$ cat src/rtl/max_accum.sv
// max_accum -- per-frame signed maximum and tie counter.
//
// Samples arrive in sign-magnitude form and are converted to two's complement.
// Each frame is FRAME_LEN accepted samples (legal range 2..16). At the end of a
// frame the maximum, and the number of later samples that equalled it, are
// presented on a valid/ready output. The block holds the result, and refuses
// input, until the consumer takes the result.
//
// Optional feature: define MAX_ACCUM_MIN_EN to add the out_min port. It carries
// the signed frame minimum, with the same load, update and hold rules as out_max.
module max_accum #(
    parameter int FRAME_LEN = 8
) (
    input  logic       clk,
    input  logic       rst_n,
    input  logic       in_valid,
    output logic       in_ready,
    input  logic [7:0] in_data,
    output logic       out_valid,
    input  logic       out_ready,
    output logic [7:0] out_max,
`ifdef MAX_ACCUM_MIN_EN
    output logic [7:0] out_min,
`endif
    output logic [3:0] out_ties
);

    // Wide enough to hold 16, the largest legal frame length.
    localparam int                CNT_W       = 5;
    localparam logic [CNT_W-1:0] FRAME_LEN_C = CNT_W'(FRAME_LEN);
    localparam logic [3:0]       TIES_MAX    = 4'd15;

    typedef enum logic [1:0] {
        FIRST = 2'd0,
        ACCUM = 2'd1,
        HOLD  = 2'd2
    } state_t;

    // Converts sign-magnitude to two's complement. Negative zero becomes zero.
    function automatic logic signed [7:0] sm_to_tc(input logic [7:0] sm);
        logic signed [7:0] mag;
        mag = $signed({1'b0, sm[6:0]});
        if (sm[7]) begin
            return -mag;
        end else begin
            return mag;
        end
    endfunction

    state_t                   state_r;
    state_t                   next_state_s;
    logic [CNT_W-1:0]         cnt_r;
    logic [CNT_W-1:0]         cnt_nxt_s;
    logic signed [7:0]        max_r;
    logic signed [7:0]        max_nxt_s;
    logic [3:0]               ties_r;
    logic [3:0]               ties_nxt_s;
    logic                     in_ready_r;
    logic                     out_valid_r;
    logic [7:0]               out_max_r;
    logic [3:0]               out_ties_r;
    logic                     accept_s;
    logic                     load_out_s;
    logic signed [7:0]        sample_s;
`ifdef MAX_ACCUM_MIN_EN
    logic signed [7:0]        min_r;
    logic signed [7:0]        min_nxt_s;
    logic [7:0]               out_min_r;
`endif

    assign accept_s = in_valid & in_ready_r;
    assign sample_s = sm_to_tc(in_data);

    // Next-state and running-statistics update for the frame FSM.
    always_comb begin
        next_state_s = state_r;
        cnt_nxt_s    = cnt_r;
        max_nxt_s    = max_r;
        ties_nxt_s   = ties_r;
`ifdef MAX_ACCUM_MIN_EN
        min_nxt_s    = min_r;
`endif
        case (state_r)
            FIRST: begin
                if (accept_s) begin
                    max_nxt_s    = sample_s;
                    ties_nxt_s   = 4'd0;
                    cnt_nxt_s    = CNT_W'(1);
`ifdef MAX_ACCUM_MIN_EN
                    min_nxt_s    = sample_s;
`endif
                    // FRAME_LEN is at least 2, so a frame never ends here.
                    next_state_s = ACCUM;
                end else begin
                    next_state_s = FIRST;
                end
            end
            ACCUM: begin
                if (accept_s) begin
                    if (sample_s > max_r) begin
                        max_nxt_s  = sample_s;
                        ties_nxt_s = 4'd0;
                    end else if (sample_s == max_r) begin
                        if (ties_r != TIES_MAX) begin
                            ties_nxt_s = ties_r + 4'd1;
                        end else begin
                            ties_nxt_s = ties_r;
                        end
                    end else begin
                        max_nxt_s = max_r;
                    end
`ifdef MAX_ACCUM_MIN_EN
                    if (sample_s < min_r) begin
                        min_nxt_s = sample_s;
                    end else begin
                        min_nxt_s = min_r;
                    end
`endif
                    cnt_nxt_s = cnt_r + CNT_W'(1);
                    if ((cnt_r + CNT_W'(1)) == FRAME_LEN_C) begin
                        next_state_s = HOLD;
                    end else begin
                        next_state_s = ACCUM;
                    end
                end else begin
                    next_state_s = ACCUM;
                end
            end
            HOLD: begin
                if (out_ready) begin
                    // The handoff cycle never accepts a sample. in_ready
                    // comes back on the following cycle.
                    cnt_nxt_s    = CNT_W'(0);
                    next_state_s = FIRST;
                end else begin
                    next_state_s = HOLD;
                end
            end
            default: begin
                next_state_s = FIRST;
                cnt_nxt_s    = CNT_W'(0);
            end
        endcase
    end

    // The result registers load only when a frame completes.
    assign load_out_s = (state_r != HOLD) && (next_state_s == HOLD);

    // FSM state and running frame statistics.
    always_ff @(posedge clk or negedge rst_n) begin
        if (!rst_n) begin
            state_r <= FIRST;
            cnt_r   <= CNT_W'(0);
            max_r   <= 8'sd0;
            ties_r  <= 4'd0;
        end else begin
            state_r <= next_state_s;
            cnt_r   <= cnt_nxt_s;
            max_r   <= max_nxt_s;
            ties_r  <= ties_nxt_s;
        end
    end

    // Handshake flags registered from the next state so that they line up with it.
    always_ff @(posedge clk or negedge rst_n) begin
        if (!rst_n) begin
            in_ready_r  <= 1'b0;
            out_valid_r <= 1'b0;
        end else begin
            in_ready_r  <= (next_state_s != HOLD);
            out_valid_r <= (next_state_s == HOLD);
        end
    end

    // Result registers. They capture the final frame values, including the last sample.
    always_ff @(posedge clk or negedge rst_n) begin
        if (!rst_n) begin
            out_max_r  <= 8'h00;
            out_ties_r <= 4'd0;
        end else if (load_out_s) begin
            out_max_r  <= max_nxt_s;
            out_ties_r <= ties_nxt_s;
        end else begin
            out_max_r  <= out_max_r;
            out_ties_r <= out_ties_r;
        end
    end

`ifdef MAX_ACCUM_MIN_EN
    // Running minimum and its result register, which follow the maximum's rules.
    always_ff @(posedge clk or negedge rst_n) begin
        if (!rst_n) begin
            min_r     <= 8'sd0;
            out_min_r <= 8'h00;
        end else begin
            min_r <= min_nxt_s;
            if (load_out_s) begin
                out_min_r <= min_nxt_s;
            end else begin
                out_min_r <= out_min_r;
            end
        end
    end

    assign out_min = out_min_r;
`endif

    assign in_ready  = in_ready_r;
    assign out_valid = out_valid_r;
    assign out_max   = out_max_r;
    assign out_ties  = out_ties_r;

endmodule

$ cat config.mk
export PLATFORM = sky130hd
export DESIGN_NAME = max_accum
export DESIGN_NICKNAME = d
export VERILOG_FILES = /design/src/rtl/max_accum.sv
export SDC_FILE = /design/constraint.sdc
export NUM_CORES = 1
export LEC_CHECK = 0
export CAP_MARGIN = 15
export CORE_MARGIN = 10
export CORE_UTILIZATION = 40
export DETAILED_ROUTE_END_ITERATION = 8
export GPL_ROUTABILITY_DRIVEN = 1
export PLACE_DENSITY = 0.67
export SYNTH_ARGS = -nofsm -noshare
export SYNTH_HDL_FRONTEND = slang
export SYNTH_SLANG_ARGS = --single-unit
$ cat constraint.sdc
create_clock -name clk -period 2.5 [get_ports clk]
set_clock_uncertainty 0.2 [all_clocks]
set_input_delay 0.375 -clock clk [delete_from_list [all_inputs] [get_ports clk]]
set_output_delay 0.375 -clock clk [all_outputs]
set_load 0.05 [all_outputs]
==> key figures <==
Synth
  • Yosys warning total: 0
  • Yosys reg bits: 33
  • Cells after Synth: 189
  • EDFF count, synth: 0
  • Ranking of synthesized cells by area: dfrtp_1 43%, ha_1 7.9%, mux2_2 6.5%
  • Synth top cells by count: 33 x dfrtp_1, 20 x nand2_1, 16 x o21ai_0
  • Mapped cell area: about 1900 um2
  • Syn Nets: between 200 and 250
  • Most frequent cell after synthesis: dfrtp_1
  • Main synth FF type: dfrtp_1
  • Top cell type's share of synthesized area: 0.434
  • Number of library cell types mapped by synthesis: 42
  • Synth Area per Inst: 10.1 um2
  • Synth area leader: dfrtp_1
  • Async SR Flop Fraction: 1.00
  • Register area share after synthesis: 0.434

Timing
  • Setup ws final: -0.682 ns
  • Worst slew margin: 0.664
  • Final hold viol count: 0
  • Min Tclk post-route: 3.18 ns
  • Fin. max-slew vios: 0
  • RSZ-0062 raised after global routing: true
  • Highest achievable clock rate: roughly 310 MHz
  • Tcrit/Tclk final: 1.27
  • Slew @ Worst Pin: 0.502 ns
  • Min Hold Slack: 0.278 ns
  • Setup violators final: 24

Final layout
  • P&R area growth vs syn: 53.9%
  • Final Util: 0.628
  • NumNets Final: 293
  • FF+latch area: 826 um2
  • Multi-input gate area: about 1200 um2
  • Fraction of layout cells with a size suffix above 1: 0.389
  • Final Non-Filler Cells: 324
  • Filler instances: 349
  • N_diodes: 0

Routing
  • Router iterations before antenna repair: 4
  • Met3 WL: 201 um
  • Vias per inst: 5.30
  • DR top layer: met4
  • DR WL/cell: 15.5 um
  • Starting DRT DRC Count: 62
  • Vias: approximately 1700
  • Wire length on met2: 2440 um
  • DRC violations left: 0
  • Routed wire length: 5030 um
  • Routed Antenna Nets: 0
  • M1 wire length: approximately 2200 um

Run
  • Max Cap Viol: 0

Power
  • Sw Pwr: between 1000 and 1500 uW
  • Switching part of the total power: 0.382
  • PD cells: 1000 nW/um2
  • Flop pwr share: 0.281
  • Clk network pwr share: 0.179
  • Total power: approximately 2900 uW
  • Pleak: around 0.0014 uW
  • Int Pwr: between 1500 and 2000 uW
  • Peak VDD IR: about 0.69 mV
  • Logic pwr share: 0.540

Floorplanning
  • Floorplan Core Area: 4660 um2
  • Die ar.: 7910 um2
  • Starting Density: 0.408
  • # rows: 25
  • Die Span Y: 89.0 um
  • Die X: 89.0 um
  • Boundary Pins: 26

Clock tree
  • Clock-pin slew on the worst setup and hold paths: 0.07 ns
  • Clock Root Buffer: clkbuf_8
  • TritonCTS clock tree: yes
  • Clk_lat worst skew: 0.29 ns
  • H-Tree Depth: 2
  • Clk sinks: 33
  • Maximum clock path buffer count: 2
  • TritonCTS Buffers: 5

Critical path
  • Startpoint Class: primary input
  • CP max FO: 4
  • Crit path kind: primary input to flip-flop
  • CP required: 2.47 ns
  • Worst Path Arrival: 3.15 ns
  • Worst reg-to-reg path cell count: 8
  • Crit end category: flip-flop

Place
  • Number of buffers added on ports: 25
  • Routability cong.: 0.887
  • Cell Count Post-Placement: 301
  • Final HPWL DP: 3230 um

Global route
  • First-pass GRT wire length: 7850 um
  • Largest net degree at the start of global routing: 34
  • Antenna violations before repair: 0
  • Total grt overflow: 0
  • Vias in the first global route: 1626
  • Global Route Usage Sum: 0.127

Outcome
  • Status: finished with violations
  • Violations in the final reports: negative setup slack

Min path
  • Hold Path Class: flip-flop to flip-flop
  • Hold path depth: 2
## metrics by stage
step | area [um2] | worst slack, ns | TNS (ns)
2_1_floorplan | 1940 | -0.852 | -12.70
3_3_place_gp | 2520 | -1.25 | -26.68
3_5_place_dp | 2520 | -1.30 | -27.46
4_1_cts | 2770 | -0.606 | -11.27
5_1_grt | 2930 | -0.748 | -14.30
6_report | 2930 | -0.682 | -12.56
## cells by family (layout without fill, tap and decap cells)
group,Yosys count,count (layout),synth area share
AO/OA/AOI/OAI,49,49,0.177
flip-flops,33,33,0.434
AND/OR/NAND/NOR,50,50,0.136
buffers and inverters,21,102,0.0460
adder cells (fa/ha/maj),12,12,0.0789
XOR/XNOR,8,8,0.0368
multiplexers,16,16,0.0914
## area by class of cell
cell class / count / share of cell area
Timing Repair Buffer: 79 / 0.229
Tap cell: 54 / 0.0231
Inverter: 15 / 0.0192
Clock buffer: 7 / 0.0295
Multi-Input combinational cell: 135 / 0.407
Sequential cell: 33 / 0.282
Clock inverter: 1 / 0.0103
## metal layers
| layer | up-vias | track usage |
|---|---|---|
| met5 | - | 0 |
| met4 | 0 | 0.0650 |
| met3 | 17 | 0.0383 |
| met2 | 31 | 0.197 |
| met1 | 826 | 0.154 |
| li1 | 842 | - |
## worst paths after layout
path / from / endpoint / slack [ns]
max: in_data[2] / out_max[7] / -0.68
min: out_ties[0] / out_ties[0] / 0.28
max reg2reg: max_r[2] / out_max[7] / -0.17
min reg2reg: out_ties[0] / out_ties[0] / 0.28
max in group asynchronous: rst_n / max_r[0] / 1.50
min in group asynchronous: rst_n / out_ties[2] / 0.29
## repair_timing
action,4_1_cts,5_1_grt
buffers inserted,9,7
endpoints found under the setup margin,24,24
resized for setup,39,24
pin swaps,13,21
hold buffers,0,0
## registers in the layout (all words and copies together), names as in the netlist
register	flops
max_r	8
out_max	8
cnt_r	5
out_ties	4
ties_r	4
state_r	2
in_ready	1
out_valid	1
## power groups by stage
stage	clock (uW)	combinational [uW]	sequential [uW]
floorplan	0	639	1010
global placement	0	1270	827
detailed placement	0	1280	834
CTS	530	1440	826
global route	555	1710	851
finish	524	1590	826
## worst max-delay path: stages
cell and delay (ns):
buf_6 0.09, or4_4 0.56, o31a_1 0.35, ha_4 0.25, and4_4 0.17, a221o_1 0.29, a21o_1 0.20, a31oi_4 0.27
mux2_4 0.33, mux2_4 0.26
## layout by cell type (no fill, tap or decap), types with 3 or more instances in the layout
| cell | n |
|---|---|
| clkdlybuf4s50_1 | 18 |
| xnor2_1 | 3 |
| o31ai_1 | 4 |
| nand2_1 | 19 |
| buf_6 | 5 |
| xnor2_2 | 3 |
| o21ai_1 | 5 |
| inv_2 | 4 |
| mux2_2 | 4 |
| inv_1 | 11 |
| nand3_1 | 5 |
| dfrtp_1 | 33 |
| buf_4 | 50 |
| nor2b_1 | 4 |
| mux2_4 | 7 |
| clkbuf_8 | 6 |
| ha_1 | 10 |
| mux2i_1 | 3 |
| nor2_1 | 4 |
| a22oi_1 | 3 |
| o21ai_0 | 10 |
| a21oi_1 | 7 |
Power figures use the tool's default switching activity.
==> RTL change (same flow settings) <==
`CNT_W`: 5 -> 10.
--- a/src/rtl/max_accum.sv
+++ b/src/rtl/max_accum.sv
@@ -28,3 +28,3 @@
     // Wide enough to hold 16, the largest legal frame length.
-    localparam int                CNT_W       = 5;
+    localparam int                CNT_W       = 10;
     localparam logic [CNT_W-1:0] FRAME_LEN_C = CNT_W'(FRAME_LEN);
Formal check against the unedited RTL: same outputs for any inputs over 10 cycles, from zero or initial values and one cycle with rst_n low; that may be too few to reach the edited logic, so the function may still have changed.
==> RTL change against the original RTL <==
  * The run ends with hold timing, setup timing left
  * Synthesized area is 20% higher
  * Final area is 15% higher
  * Die area is 15% higher
  * Total power is 9.5% higher
  * Count of clock-buffer cells in the layout is 1 lower
  * Sequential cell count is 5 higher
  * Sequential share of layout area hardly changed
  * Combinational power is 5% higher
  * Setup slack worse by 0.20 ns
  * Wire length is 19% higher
  * Non-clock buffer count is 1 higher
  * Cell count is 19% higher
  * Critical path type unchanged
==> RTL change: results (changes against the original RTL) <==
Finish
  • Comb_multi_in: 177 (+31%)
  • Cell Count, Final, Fillers Out: 387 (+19%)
  • Signal buf overhead: 0.2027 (-0.02598)
  • Repair and plain buffers: 80 (+1.3%)
  • Share of cells above drive strength 1: 0.3778 (-0.01111)
  • Sequential share of cell area: 0.2822 (about the same)
  • Non-clk invs: 12 (-3)
  • Final Cell Area: 3369 um2 (+15%)
  • Area of the multi-input gates: 1458 um2 (+22%)
  • Final-layout clock-cell area share: 0.04233 (+0.002571)
  • Clk_buf instances: 6 (-1)
  • Nets: 338 (+15%)
  • Fillers: 443 (+27%)

Setup path
  • Worst R2R End: out_max[1]$_DFFE_PN0P_
  • Crit-path max cell delay: 0.38 ns (-0.18 ns)
  • CP max-delay cell: a2111o_1
  • R2R depth: 9 (+1)
  • WP data arrival: 3.36 ns (+0.21 ns)
  • Reg2reg setup slack: -0.22 ns (-0.05 ns)
  • Crit path max fanout: 3 (-1)

Yosys
  • Synth Instances: 236 (+25%)
  • Unique cell type count in the Yosys netlist: 52 (+24%)
  • Synth area leaders: dfrtp_1 42%, ha_1 6.6%, nand2_1 3.8%
  • Post-Syn Nets: 260 (+22%)
  • Top cells by instance count after synthesis: 38 x dfrtp_1, 23 x nand2_1, 17 x nor2_1, 16 x o21ai_0
  • FF+latch count, synth: 38 (+15%)

Global route
  • Vias in the first global route: 2015 (+24%)
  • Largest net degree at the start of global routing: 39 (+15%)
  • Global-route wire length before repair: 9.798 mm (+25%)
  • Global router's overall resource usage: 0.1336 (+0.007037)

Routing
  • Vias post-DR: 2053 (+20%)
  • WL/cell: 15.44 um (-0.49%)
  • Drt initial violations: 87 (+40%)

Run status
  • Run status: complete, but fails checks
  • Failing checks: hold timing, setup timing

Placement
  • DP Worst Slack: -1.618 ns (-0.3186 ns)
  • Cell Count Post-Placement: 372 (+24%)
  • Placer Congestion: 0.8254 (-6.9%)
  • Placed inst area: 2962 um2 (+17%)

Worst hold path
  • Hold crit path type: primary input to async pin

STA
  • Hold violation count in the final report: 37 (+37)
  • Worst Hold Slack: -0.03398 ns (-0.3117 ns)
  • Setup TNS: -16.72 ns (-4.160 ns)
  • Worst slew pin tran: 0.8264 ns (+0.3245 ns)
  • Final Worst Setup Slack: -0.8860 ns (-0.2038 ns)
  • Final Setup Violations: 24 (unchanged)

Power
  • Leak Pwr: 0.001576 uW (+14%)
RTL change: kinds of logic after synthesis:
logic type               synth area share
buffers and inverters             0.03564
multiplexers                      0.08717
AO/OA/AOI/OAI                      0.1744
flip-flops                         0.4167
adder cells (fa/ha/maj)           0.06579
XOR/XNOR                          0.03070
AND/OR/NAND/NOR                    0.1897
RTL change: worst max-delay path by stage:
stage	startpoint	end
4_1_cts	in_data[1]	out_max[1]$_DFFE_PN0P_
3_3_place_gp	in_data[0]	out_max[1]$_DFFE_PN0P_
2_1_floorplan	in_data[0]	out_max[1]$_DFFE_PN0P_
5_1_grt	in_data[2]	out_max[0]$_DFFE_PN0P_
6_report	in_data[2]	out_max[1]$_DFFE_PN0P_
3_5_place_dp	in_data[0]	out_max[1]$_DFFE_PN0P_
RTL change: where the power goes:
| group | internal (uW) | total, uW | switching [uW] |
|---|---|---|---|
| logic | 805 | 1670 | 869 |
| clock network | 426 | 652 | 226 |
| registers | 776 | 891 | 115 |
RTL change: per-layer routing:
layer / vias up / routed length, um / GRT usage
li1: 1014 / - / -
met5: - / 0 / 0
met2: 41 / 2799 / 0.2071
met4: 0 / 82 / 0.04545
met3: 10 / 265 / 0.02907
met1: 988 / 2829 / 0.1795
RTL change: critical path, delay by kind of cell:
| kind | cells | cell delay [ns] |
|---|---|---|
| muxes | 2 | 0.59 |
| AOI/OAI and AO/OA | 3 | 0.80 |
| and+or+nand+nor | 5 | 1.08 |
| xor gates and xnor gates | 1 | 0.08 |
| adders and majority gates | 1 | 0.30 |
| buffers and inverters | 1 | 0.11 |
RTL change: what timing repair did:
item	in CTS	in global routing
endpoints found under the hold margin	0	0
resized for setup	48	18
pin swaps	19	17
buffers inserted	30	4
endpoints found under the setup margin	24	24
